## src/rtl/sp_ram_bist_pkg.sv

```systemverilog
// Shared types and LFSR step for the sp_ram BIST engine.
// The inverted second pass states exist only with SP_RAM_BIST_INV_PASS_EN.
package sp_ram_bist_pkg;

  localparam logic [31:0] LFSR_POLY = 32'h80200003;

  typedef enum logic [2:0] {
    ST_IDLE,
    ST_WRITE,
    ST_READ,
    ST_DRAIN,
    ST_DONE
`ifdef SP_RAM_BIST_INV_PASS_EN
    , ST_WRITE_INV,
    ST_READ_INV,
    ST_DRAIN_INV
`endif
  } state_e;

  // 32-bit Galois LFSR, right shift
  function automatic logic [31:0] lfsr_next(input logic [31:0] s);
    return (s >> 1) ^ (s[0] ? LFSR_POLY : 32'h0);
  endfunction

endpackage

```

## src/rtl/sp_ram_bist_if.sv

```systemverilog
// Port bundle between the BIST engine (master) and the RAM under test (slave).
interface sp_ram_bist_if #(
  parameter int DATA_WIDTH = 32,
  parameter int ADDR_WIDTH = 10
);
  logic [DATA_WIDTH-1:0] ram_data;
  logic [ADDR_WIDTH-1:0] ram_addr;
  logic                  ram_we;
  logic [DATA_WIDTH-1:0] ram_q;

  modport master (output ram_data, ram_addr, ram_we, input  ram_q);
  modport slave  (input  ram_data, ram_addr, ram_we, output ram_q);
endinterface

```

## src/rtl/sp_ram_bist_lfsr.sv

```systemverilog
// Pattern LFSR: val_o is the word for the access issued this cycle; load
// restarts the sequence at the seed, load/en step the register past it.
module sp_ram_bist_lfsr
  import sp_ram_bist_pkg::*;
#(
  parameter logic [31:0] SEED = 32'h1
) (
  input  logic        clk,
  input  logic        rst_n,
  input  logic        load_i,
  input  logic        en_i,
  output logic [31:0] val_o
);
  localparam logic [31:0] SEED_EFF = (SEED == 32'h0) ? 32'h1 : SEED;

  logic [31:0] lfsr_q;

  assign val_o = load_i ? SEED_EFF : lfsr_q;

  always_ff @(posedge clk or negedge rst_n) begin
    if (!rst_n)               lfsr_q <= SEED_EFF;
    else if (load_i || en_i)  lfsr_q <= lfsr_next(val_o);
  end
endmodule

```

## src/rtl/sp_ram_bist.sv

```systemverilog
// March-style write/readback BIST for sp_ram with LFSR data and error capture.
// Define SP_RAM_BIST_INV_PASS_EN to add a second pass using inverted data.
module sp_ram_bist
  import sp_ram_bist_pkg::*;
#(
  parameter int          DATA_WIDTH = 32,
  parameter int          ADDR_WIDTH = 10,
  parameter int          LAST_ADDR  = 31,
  parameter int          RD_LAT     = 1,
  parameter logic [31:0] SEED       = 32'h1
) (
  input  logic                  clk,
  input  logic                  rst_n,
  input  logic                  start,
  output logic                  busy,
  output logic                  done,
  output logic                  pass,
  output logic [15:0]           err_count,
  output logic [ADDR_WIDTH-1:0] fail_addr,
  sp_ram_bist_if.master         ram
);
  localparam logic [ADDR_WIDTH-1:0] LAST = ADDR_WIDTH'(LAST_ADDR);
  localparam int                    CW   = $clog2(RD_LAT + 1) + 1;
  localparam logic [CW-1:0]   DRAIN_END  = CW'(RD_LAT);

  state_e                state_q, state_d;
  logic [ADDR_WIDTH-1:0] addr_q, addr_d, fail_q, fail_d;
  logic [DATA_WIDTH-1:0] data_q, data_d, pat;
  logic                  we_q, we_d, busy_q, busy_d, done_q, done_d, pass_q, pass_d;
  logic [15:0]           err_q, err_d;
  logic [CW-1:0]         cnt_q, cnt_d;
  logic [31:0]           lfsr_val;
  logic                  lfsr_load, lfsr_en, accept, wr_ph, rd_ph, inv;
  logic                  at_last, drain_end, issue_rd, mism;

  // expected word/address travel with the read until ram_q is due
  logic [RD_LAT:0]                 vld_pipe;
  logic [RD_LAT:0][DATA_WIDTH-1:0] exp_pipe;
  logic [RD_LAT:0][ADDR_WIDTH-1:0] adr_pipe;

  assign accept    = start && (state_q == ST_IDLE || state_q == ST_DONE);
  assign at_last   = (addr_q == LAST);
  assign drain_end = (cnt_q == DRAIN_END);

`ifdef SP_RAM_BIST_INV_PASS_EN
  assign wr_ph     = (state_q == ST_WRITE) || (state_q == ST_WRITE_INV);
  assign rd_ph     = (state_q == ST_READ)  || (state_q == ST_READ_INV);
  assign inv       = (state_q == ST_DRAIN) || (state_q == ST_WRITE_INV) || (state_q == ST_READ_INV);
  assign lfsr_load = accept || (wr_ph && at_last) || ((state_q == ST_DRAIN) && drain_end);
`else
  assign wr_ph     = (state_q == ST_WRITE);
  assign rd_ph     = (state_q == ST_READ);
  assign inv       = 1'b0;
  assign lfsr_load = accept || (wr_ph && at_last);
`endif
  assign lfsr_en   = (wr_ph || rd_ph) && !at_last;
  assign pat       = inv ? ~lfsr_val[DATA_WIDTH-1:0] : lfsr_val[DATA_WIDTH-1:0];

  sp_ram_bist_lfsr #(.SEED(SEED)) u_lfsr (
    .clk    (clk),
    .rst_n  (rst_n),
    .load_i (lfsr_load),
    .en_i   (lfsr_en),
    .val_o  (lfsr_val)
  );

  always_comb begin
    state_d  = state_q;
    addr_d   = addr_q;
    data_d   = data_q;
    we_d     = 1'b0;
    cnt_d    = cnt_q;
    done_d   = done_q;
    pass_d   = pass_q;
    err_d    = err_q;
    fail_d   = fail_q;
    issue_rd = 1'b0;

    mism = vld_pipe[RD_LAT] && (ram.ram_q != exp_pipe[RD_LAT]);
    if (mism) begin
      if (err_q != 16'hFFFF) err_d = err_q + 16'd1;
      if (err_q == 16'd0)    fail_d = adr_pipe[RD_LAT];
    end

    // the last write is followed directly by the read of address 0
    if (wr_ph) begin
      we_d     = !at_last;
      addr_d   = at_last ? '0 : addr_q + 1'b1;
      data_d   = pat;
      issue_rd = at_last;
    end
    if (rd_ph && !at_last) begin
      addr_d   = addr_q + 1'b1;
      data_d   = pat;
      issue_rd = 1'b1;
    end

    unique case (state_q)
      ST_IDLE, ST_DONE: if (start) begin
        state_d = ST_WRITE;
        addr_d  = '0;
        data_d  = pat;
        we_d    = 1'b1;
        done_d  = 1'b0;
        pass_d  = 1'b0;
        err_d   = 16'd0;
        fail_d  = '0;
      end
      ST_WRITE: if (at_last) state_d = ST_READ;
      ST_READ:  if (at_last) begin
        state_d = ST_DRAIN;
        cnt_d   = '0;
      end
      ST_DRAIN: if (drain_end) begin
`ifdef SP_RAM_BIST_INV_PASS_EN
        state_d = ST_WRITE_INV;
        addr_d  = '0;
        data_d  = pat;
        we_d    = 1'b1;
`else
        state_d = ST_DONE;
        done_d  = 1'b1;
        pass_d  = (err_d == 16'd0);
`endif
      end else cnt_d = cnt_q + 1'b1;
`ifdef SP_RAM_BIST_INV_PASS_EN
      ST_WRITE_INV: if (at_last) state_d = ST_READ_INV;
      ST_READ_INV:  if (at_last) begin
        state_d = ST_DRAIN_INV;
        cnt_d   = '0;
      end
      ST_DRAIN_INV: if (drain_end) begin
        state_d = ST_DONE;
        done_d  = 1'b1;
        pass_d  = (err_d == 16'd0);
      end else cnt_d = cnt_q + 1'b1;
`endif
      default: state_d = ST_IDLE;
    endcase

    busy_d = !(state_d == ST_IDLE || state_d == ST_DONE);
  end

  always_ff @(posedge clk or negedge rst_n) begin
    if (!rst_n) begin
      state_q <= ST_IDLE;
      addr_q  <= '0;
      data_q  <= '0;
      we_q    <= 1'b0;
      busy_q  <= 1'b0;
      done_q  <= 1'b0;
      pass_q  <= 1'b0;
      err_q   <= 16'd0;
      fail_q  <= '0;
      cnt_q   <= '0;
    end else begin
      state_q <= state_d;
      addr_q  <= addr_d;
      data_q  <= data_d;
      we_q    <= we_d;
      busy_q  <= busy_d;
      done_q  <= done_d;
      pass_q  <= pass_d;
      err_q   <= err_d;
      fail_q  <= fail_d;
      cnt_q   <= cnt_d;
    end
  end

  always_ff @(posedge clk or negedge rst_n) begin
    if (!rst_n) begin
      vld_pipe <= '0;
      exp_pipe <= '0;
      adr_pipe <= '0;
    end else begin
      vld_pipe <= {vld_pipe[RD_LAT-1:0], issue_rd};
      exp_pipe <= {exp_pipe[RD_LAT-1:0], pat};
      adr_pipe <= {adr_pipe[RD_LAT-1:0], addr_d};
    end
  end

  assign ram.ram_data = data_q;
  assign ram.ram_addr = addr_q;
  assign ram.ram_we   = we_q;
  assign busy         = busy_q;
  assign done         = done_q;
  assign pass         = pass_q;
  assign err_count    = err_q;
  assign fail_addr    = fail_q;

endmodule

```

## src/flat_wrapper.sv

```systemverilog
// flat-port wrapper written by rule: the top's interface ports become plain ports
module sp_ram_bist_flat import sp_ram_bist_pkg::*;
#(
  parameter int          DATA_WIDTH = 32,
  parameter int          ADDR_WIDTH = 10,
  parameter int          LAST_ADDR  = 31,
  parameter int          RD_LAT     = 1,
  parameter logic [31:0] SEED       = 32'h1
)
  (clk, rst_n, start, busy, done, pass, err_count, fail_addr, ram_ram_data, ram_ram_addr, ram_ram_we, ram_ram_q);
  sp_ram_bist_if #(.DATA_WIDTH(DATA_WIDTH), .ADDR_WIDTH(ADDR_WIDTH)) ram_i ();
  input  logic clk;
  input  logic rst_n;
  input  logic start;
  output logic busy;
  output logic done;
  output logic pass;
  output logic [15:0] err_count;
  output logic [ADDR_WIDTH-1:0] fail_addr;
  output wire logic [$bits(ram_i.ram_data)-1:0] ram_ram_data;
  output wire logic [$bits(ram_i.ram_addr)-1:0] ram_ram_addr;
  output wire logic [$bits(ram_i.ram_we)-1:0] ram_ram_we;
  input wire logic [$bits(ram_i.ram_q)-1:0] ram_ram_q;
  assign ram_ram_data = ram_i.ram_data;
  assign ram_ram_addr = ram_i.ram_addr;
  assign ram_ram_we = ram_i.ram_we;
  assign ram_i.ram_q = ram_ram_q;
  sp_ram_bist #(.DATA_WIDTH(DATA_WIDTH), .ADDR_WIDTH(ADDR_WIDTH), .LAST_ADDR(LAST_ADDR), .RD_LAT(RD_LAT), .SEED(SEED)) u_core (.clk(clk), .rst_n(rst_n), .start(start), .busy(busy), .done(done), .pass(pass), .err_count(err_count), .fail_addr(fail_addr), .ram(ram_i));
endmodule
```

## config.mk

```make
export PLATFORM = sky130hd
export DESIGN_NAME = sp_ram_bist_flat
export DESIGN_NICKNAME = d
export VERILOG_FILES = /design/src/rtl/sp_ram_bist_pkg.sv /design/src/rtl/sp_ram_bist_if.sv /design/src/rtl/sp_ram_bist_lfsr.sv /design/src/rtl/sp_ram_bist.sv /design/src/flat_wrapper.sv
export SDC_FILE = /design/constraint.sdc
export NUM_CORES = 1
export LEC_CHECK = 0
export BUFFER_PORTS_ARGS = -buffer_cell sky130_fd_sc_hd__clkbuf_2
export CAP_MARGIN = 20
export CORE_ASPECT_RATIO = 1.2
export CORE_MARGIN = 2
export CORE_UTILIZATION = 57
export DETAILED_ROUTE_END_ITERATION = 10
export GPL_ROUTABILITY_DRIVEN = 1
export PLACE_DENSITY = 0.9
export SYNTH_ARGS = -nofsm -noshare
export SYNTH_HDL_FRONTEND = slang
export SYNTH_HIERARCHICAL = 1
export SYNTH_SLANG_ARGS = --single-unit
```

## constraint.sdc

```tcl
create_clock -name clk -period 2.9 [get_ports clk]
set_input_delay 0.725 -clock clk [delete_from_list [all_inputs] [get_ports clk]]
set_output_delay 0.725 -clock clk [all_outputs]
set_load 0.01 [all_outputs]
```

---- Yosys cells after proc, flatten, opt, wreduce, memory -nomap -nowiden ----
Cells that the tools add are included.
W data, S select, Z words.
storage, ports and cells
  flip-flop bits (word level) ............. 185
  bits in latches ......................... 0
  RAM bits ................................ 0
  bits in read-only memories .............. 0
  input bits .............................. 35
  output and inout port bits .............. 72
  word-level logic and storage cells ...... 90
  memories ................................ 0
operators by class
  add/sub/neg operators ................... 3
  multipliers ............................. 0
  divide/modulo/power cells ............... 0
  order comparisons ....................... 0
  equality and inequality tests ........... 13
  shift operators ......................... 0
  muxes and demuxes ....................... 37
  bitwise gates (word level) .............. 1
  reductions and logical operators ........ 21
operators with widths
  kind                     number
  $mux W32                 6
  $mux W10                 9
  $mux W16                 4
  $logic_not A16 Y1        2
  $ne A32 B32 Y1           1
  $xor A31 B32 Y32         1
  $add A16 B1 Y16 const B  1
  $ne A16 B16 Y1 const B   1
  $mux W3                  4
  $pmux W3 S4              1
  $add A10 B1 Y10 const B  1
  $eq A10 B5 Y1 const B    1
  $mux W1                  8
  $eq A3 B2 Y1 const B     2
  $eq A3 B3 Y1 const B     2
  $logic_not A3 Y1         2
  $ne A2 B2 Y1 const B     3
  $reduce_and A3 Y1        2
  $logic_and A1 B1 Y1      5
  $logic_or A1 B1 Y1       5
  $mux W2                  2
  $pmux W1 S2              2
  $pmux W2 S2              1
  $reduce_bool A2 Y1       2
  other kinds (6)          7

---- Depth between registers and ports, before layout ----
  depth after elaboration ................. 9
  mapped depth ............................ 10
  depth with buffers taken out ............ 9

---- Hierarchy ----
Netlist, hierarchy kept.
modules (own cells, without submodules)
  module            instances  cells an instance  area an instance (um^2)  seq. area each (um^2)
  sp_ram_bist       1          485                6075.8                   3828.7
  sp_ram_bist_lfsr  1          143                1584.0                   802.0

---- Worst setup path after synthesis ----
No wires, ideal clock.
  path type ............................... input-to-reg
  start point ............................. input port ram_ram_q[27]
  end point ............................... register u_core.pass_q (netlist: u_core/pass)
  setup time .............................. 76 ps
  arrival ................................. 2362 ps
  data required time ...................... 2824 ps
  setup slack ............................. 462 ps
  stages .................................. 9
  buffers on the path ..................... 1
  path through ............................ xor2_1 -> nor4_1 -> nand4_1 -> o21ai_2 -> nand2b_4 -> buf_6 -> nand4_1 -> a2111o_1 -> o21ai_1
between the ends
  longest elaborated chain between the ends .. 6
ends and longest elaborated chain
  what                  RTL line            text
  from (decl)           flat_wrapper.sv:23  input wire logic [$bits(ram_i.ram_q)-1:0] ram_ram_q;
  $ne A32 B32 Y1        sp_ram_bist.sv:79   mism = vld_pipe[RD_LAT] && (ram.ram_q != exp_pipe[RD_LAT]);
  $logic_and A1 B1 Y1   sp_ram_bist.sv:79
  $mux W16              sp_ram_bist.sv:80   if (mism) begin
  $logic_not A16 Y1     sp_ram_bist.sv:123  pass_d = (err_d == 16'd0);
  $mux W1               sp_ram_bist.sv:114  ST_DRAIN: if (drain_end) begin
  $pmux W1 S2           sp_ram_bist.sv:98   unique case (state_q)
  to (signal assigned)  sp_ram_bist.sv:163  pass_q <= pass_d;
  to (decl)             sp_ram_bist.sv:29   logic we_q, we_d, busy_q, busy_d, done_q, done_d, pass_q, pass_d;
No other way between the ends. The select of a mux whose other input is x is not followed.
A chain may end at the register's enable or synchronous reset.

==> results by group <==
Status
  • Status: finished, final reports clean

Placed design
  • # port buffers: 106
  • Placed cells: approximately 900
  • Pre-CTS setup slack: just over 50 ps
  • Detailed Place HPWL: around 11000 um
  • RD Place Congestion: roughly 0.8

Routing
  • Routed wire length: around 16000 um
  • Starting DRT DRC Count: around 350
  • Uppermost layer routed: met4
  • TritonRoute pass-1 iters: 5
  • Met3 Wirelength: a little under 700 um
  • Via-to-Cell Ratio: 5.54
  • Routed wl met2: slightly below 9000 um
  • ANT nets after route: 0
  • DR vias: approximately 5100
  • Wl on met1: 6570 um
  • DR DRC count: 0
  • DR WL/cell: around 18 um

Global route
  • Congestion Overflow GR: 0
  • First-pass GRT wire length: 26200 um
  • Global-route usage over all layers: 0.243
  • Vias in the first global route: ~5200
  • Initial antenna violation count: 0
  • Pin count of the biggest net entering global routing: 61

Floorplanning
  • Die area: 14400 um^2
  • FP Rows: 46
  • Die Wd: between 100 and 150 um
  • Die Y: ~130 um
  • I/O pin count: about 110
  • Initial Util: 0.581
  • CORE AREA: between 10000 and 15000 um^2

Clock network
  • Clk sink count: 185
  • Hold Buf Count CTS: 0
  • Root Driver: clkbuf_16
  • CTS max path bufs: 2
  • Clk pin slew, worst setup/hold paths: approximately 80 ps
  • Post-CTS Setup Repair Bufs: 0
  • Later-pin clock latency in the skew report: between 400 and 500 ps
  • TritonCTS Buffers: 17
  • TritonCTS clock tree: done
  • Post-cts resize count: 0
  • CTS HTree Levels: 4

Synth
  • Synth top area share: 0.601
  • Area contributors post-synth: dfrtp_1 60%, mux2i_1 5.2%, mux2_2 4.9%
  • Mapped Area: between 7000 and 8000 um^2
  • Avg Cell Area, Syn: 12.2 um^2
  • Prevailing post-synth register cell: dfrtp_1
  • Post-Syn Instances: 628
  • Cell taking the most area after synthesis: dfrtp_1
  • Post-synth EDFFs: 0
  • Post-synthesis cell type count: 53
  • Register bit total from synthesis: roughly 190
  • Synth async-reset ratio: 1.00
  • Synth warn: 6
  • Sequential-to-total area share from yosys stat: 0.605
  • Syn_nets: around 670

Layout
  • Final Non-Filler Cells: ~920
  • Layout cell share with drive strength beyond 1: 0.276
  • Multi-input gate area: roughly 2700 um^2
  • Ant. Diodes: 0
  • Fillers: between 900 and 1000
  • Register area: roughly 4600 um^2
  • Layout net count: 773
  • Area growth syn-to-layout: 16.6%

Setup path
  • R2R Path Start: u_core/adr_pipe[1]$_DFF_PN0_
  • CP Capture Type: flop
  • Setup crit end: u_core/u_lfsr/lfsr_q[30]$_DFFE_PN0P_
  • Reg2reg path depth: 8
  • Critical Path RT: about 3200 ps
  • Startpoint Class: flop
  • Worst reg2reg endpoint: u_core/u_lfsr/lfsr_q[30]$_DFFE_PN0P_
  • Crit path DAT: ~3000 ps
  • CP startpoint: u_core/adr_pipe[1]$_DFF_PN0_
  • Worst R2R Setup Slack: roughly 230 ps
  • Critical path peak fanout: 11
  • Crit Path Class: flop to flop

Timing
  • Pins over their slew limit: 0
  • Final Skew: ~15 ps
  • Setup TNS: 0 ps
  • Final worst-path cycle share: 0.919
  • Worst setup margin: roughly 230 ps
  • RSZ-0062 raised after global routing: false
  • Final setup violating endpoints: 0
  • Max Freq: between 300 and 400 MHz
  • Worst slew pin tran: roughly 710 ps
  • Rel. slew slack: 0.528
  • Final hold vios: 0
  • Min cycle time layout: roughly 2700 ps

Power
  • IR drop worst, VDD: about 680 uV
  • Static leakage: around 0.0044 uW
  • Pwr Density: around 1000 nW/um^2
  • Final Power: 9180 uW

Flow run
  • Max_cap viols: 0

Hold path
  • Min-delay worst type: input pin to asynchronous set/reset pin
[layout by cell type, fill, tap and decap left out, types with 8 or more instances in the layout]
cell         n
nand3_1     13
clkbuf_16   17
nor2b_1     34
xnor2_1     12
mux2_2      33
mux2i_1     40
nor3_1       8
nand4_1      9
nor2_1      76
o21ai_0     15
a21oi_1      8
clkbuf_2   105
xor2_1      40
nor4_1      15
nand2_1     31
inv_1        8
dfrtp_1    184
buf_4       13
[area by class of cell]
class / count / share of cell area
tap: 168 / 0.0235
multi-input combinational: 397 / 0.305
clock buffer: 17 / 0.0476
sequential: 185 / 0.518
inverter: 9 / 0.00378
clock inverter: 15 / 0.0192
timing repair buffer: 124 / 0.0822
[Yosys cell counts (all sizes together) (2+ instances only)]
cell	count
a21oi	8
a22o	3
nand3	14
nand2b	4
clkbuf	10
nand4	9
buf	27
nor2b	34
xor2	40
a21o	3
inv	9
mux2i	40
or3	3
nor2	78
nand3b	2
nor3	8
and3	5
o41ai	3
and4	3
mux2	33
o31ai	6
nor4	15
o21ai	17
xnor2	12
or2	5
nand2	32
dfrtp	184
and2	6
ha	4
[worst max-delay path, stage by stage, from the launching register on]
cell and delay, ps:
dfrtp_1 430, ha_1 240, and4_1 250, and4b_1 230, or3_1 540, inv_2 290
buf_4 260, mux2i_1 250, nor2_1 70
[sequential cells by signal (all words and copies together) (netlist names), 2 cells and up]
| signal | count |
|---|---|
| u_core/fail_addr | 10 |
| u_core/err_count | 16 |
| u_core/cnt_q | 2 |
| u_core/adr_pipe | 20 |
| u_core/state_q | 3 |
| u_core/ram.ram_data | 32 |
| u_core/vld_pipe | 2 |
| u_core/u_lfsr/lfsr_q | 32 |
| u_core/exp_pipe | 64 |
[per-stage QoR]
step                      instance area (um^2)  hold slack [ps]   util
final                                     8930              250  0.678
after global routing                      8930              289  0.678
after CTS                                 8910              263  0.676
after detailed placement                  8320              336  0.631
after global placement                    8320              335  0.631
after floorplan                           7660              331      -
[report_power, final]
group | internal, uW | switching, uW | total [uW]
combinational | 1280 | 1390 | 2670
clock | 1170 | 1120 | 2290
sequential | 3600 | 623 | 4220
[per-layer routing]
layer,track usage,vias to the layer above
li1,-,2337
met2,0.419,142
met1,0.292,2563
met3,0.0491,29
met4,0.114,0
met5,0,-
[cell families after synthesis]
logic type               count (synthesis)  share of synthesized area
AND/OR/NAND/NOR                        220                      0.147
flip-flops                             185                      0.605
multiplexers                            73                      0.101
XOR/XNOR                                52                     0.0595
AO/OA/AOI/OAI                           48                     0.0415
buffers and inverters                   46                     0.0405
adder cells (fa/ha/maj)                  4                    0.00653
[worst min-delay path by stage]
| stage | startpoint | end | slack, ps | depth (start not counted) |
|---|---|---|---|---|
| after floorplan | u_core/exp_pipe[0]$_DFF_PN0_ | u_core/exp_pipe[32]$_DFF_PN0_ | 330 | 0 |
| after global placement | u_core/exp_pipe[26]$_DFF_PN0_ | u_core/exp_pipe[58]$_DFF_PN0_ | 340 | 0 |
| after detailed placement | u_core/exp_pipe[4]$_DFF_PN0_ | u_core/exp_pipe[36]$_DFF_PN0_ | 340 | 0 |
| after CTS | rst_n | u_core/err_count[1]$_DFF_PN0_ | 260 | 1 |
| after global routing | rst_n | u_core/err_count[1]$_DFF_PN0_ | 290 | 1 |
| final | rst_n | u_core/err_count[1]$_DFF_PN0_ | 250 | 1 |
Power figures use the tool's default switching activity.
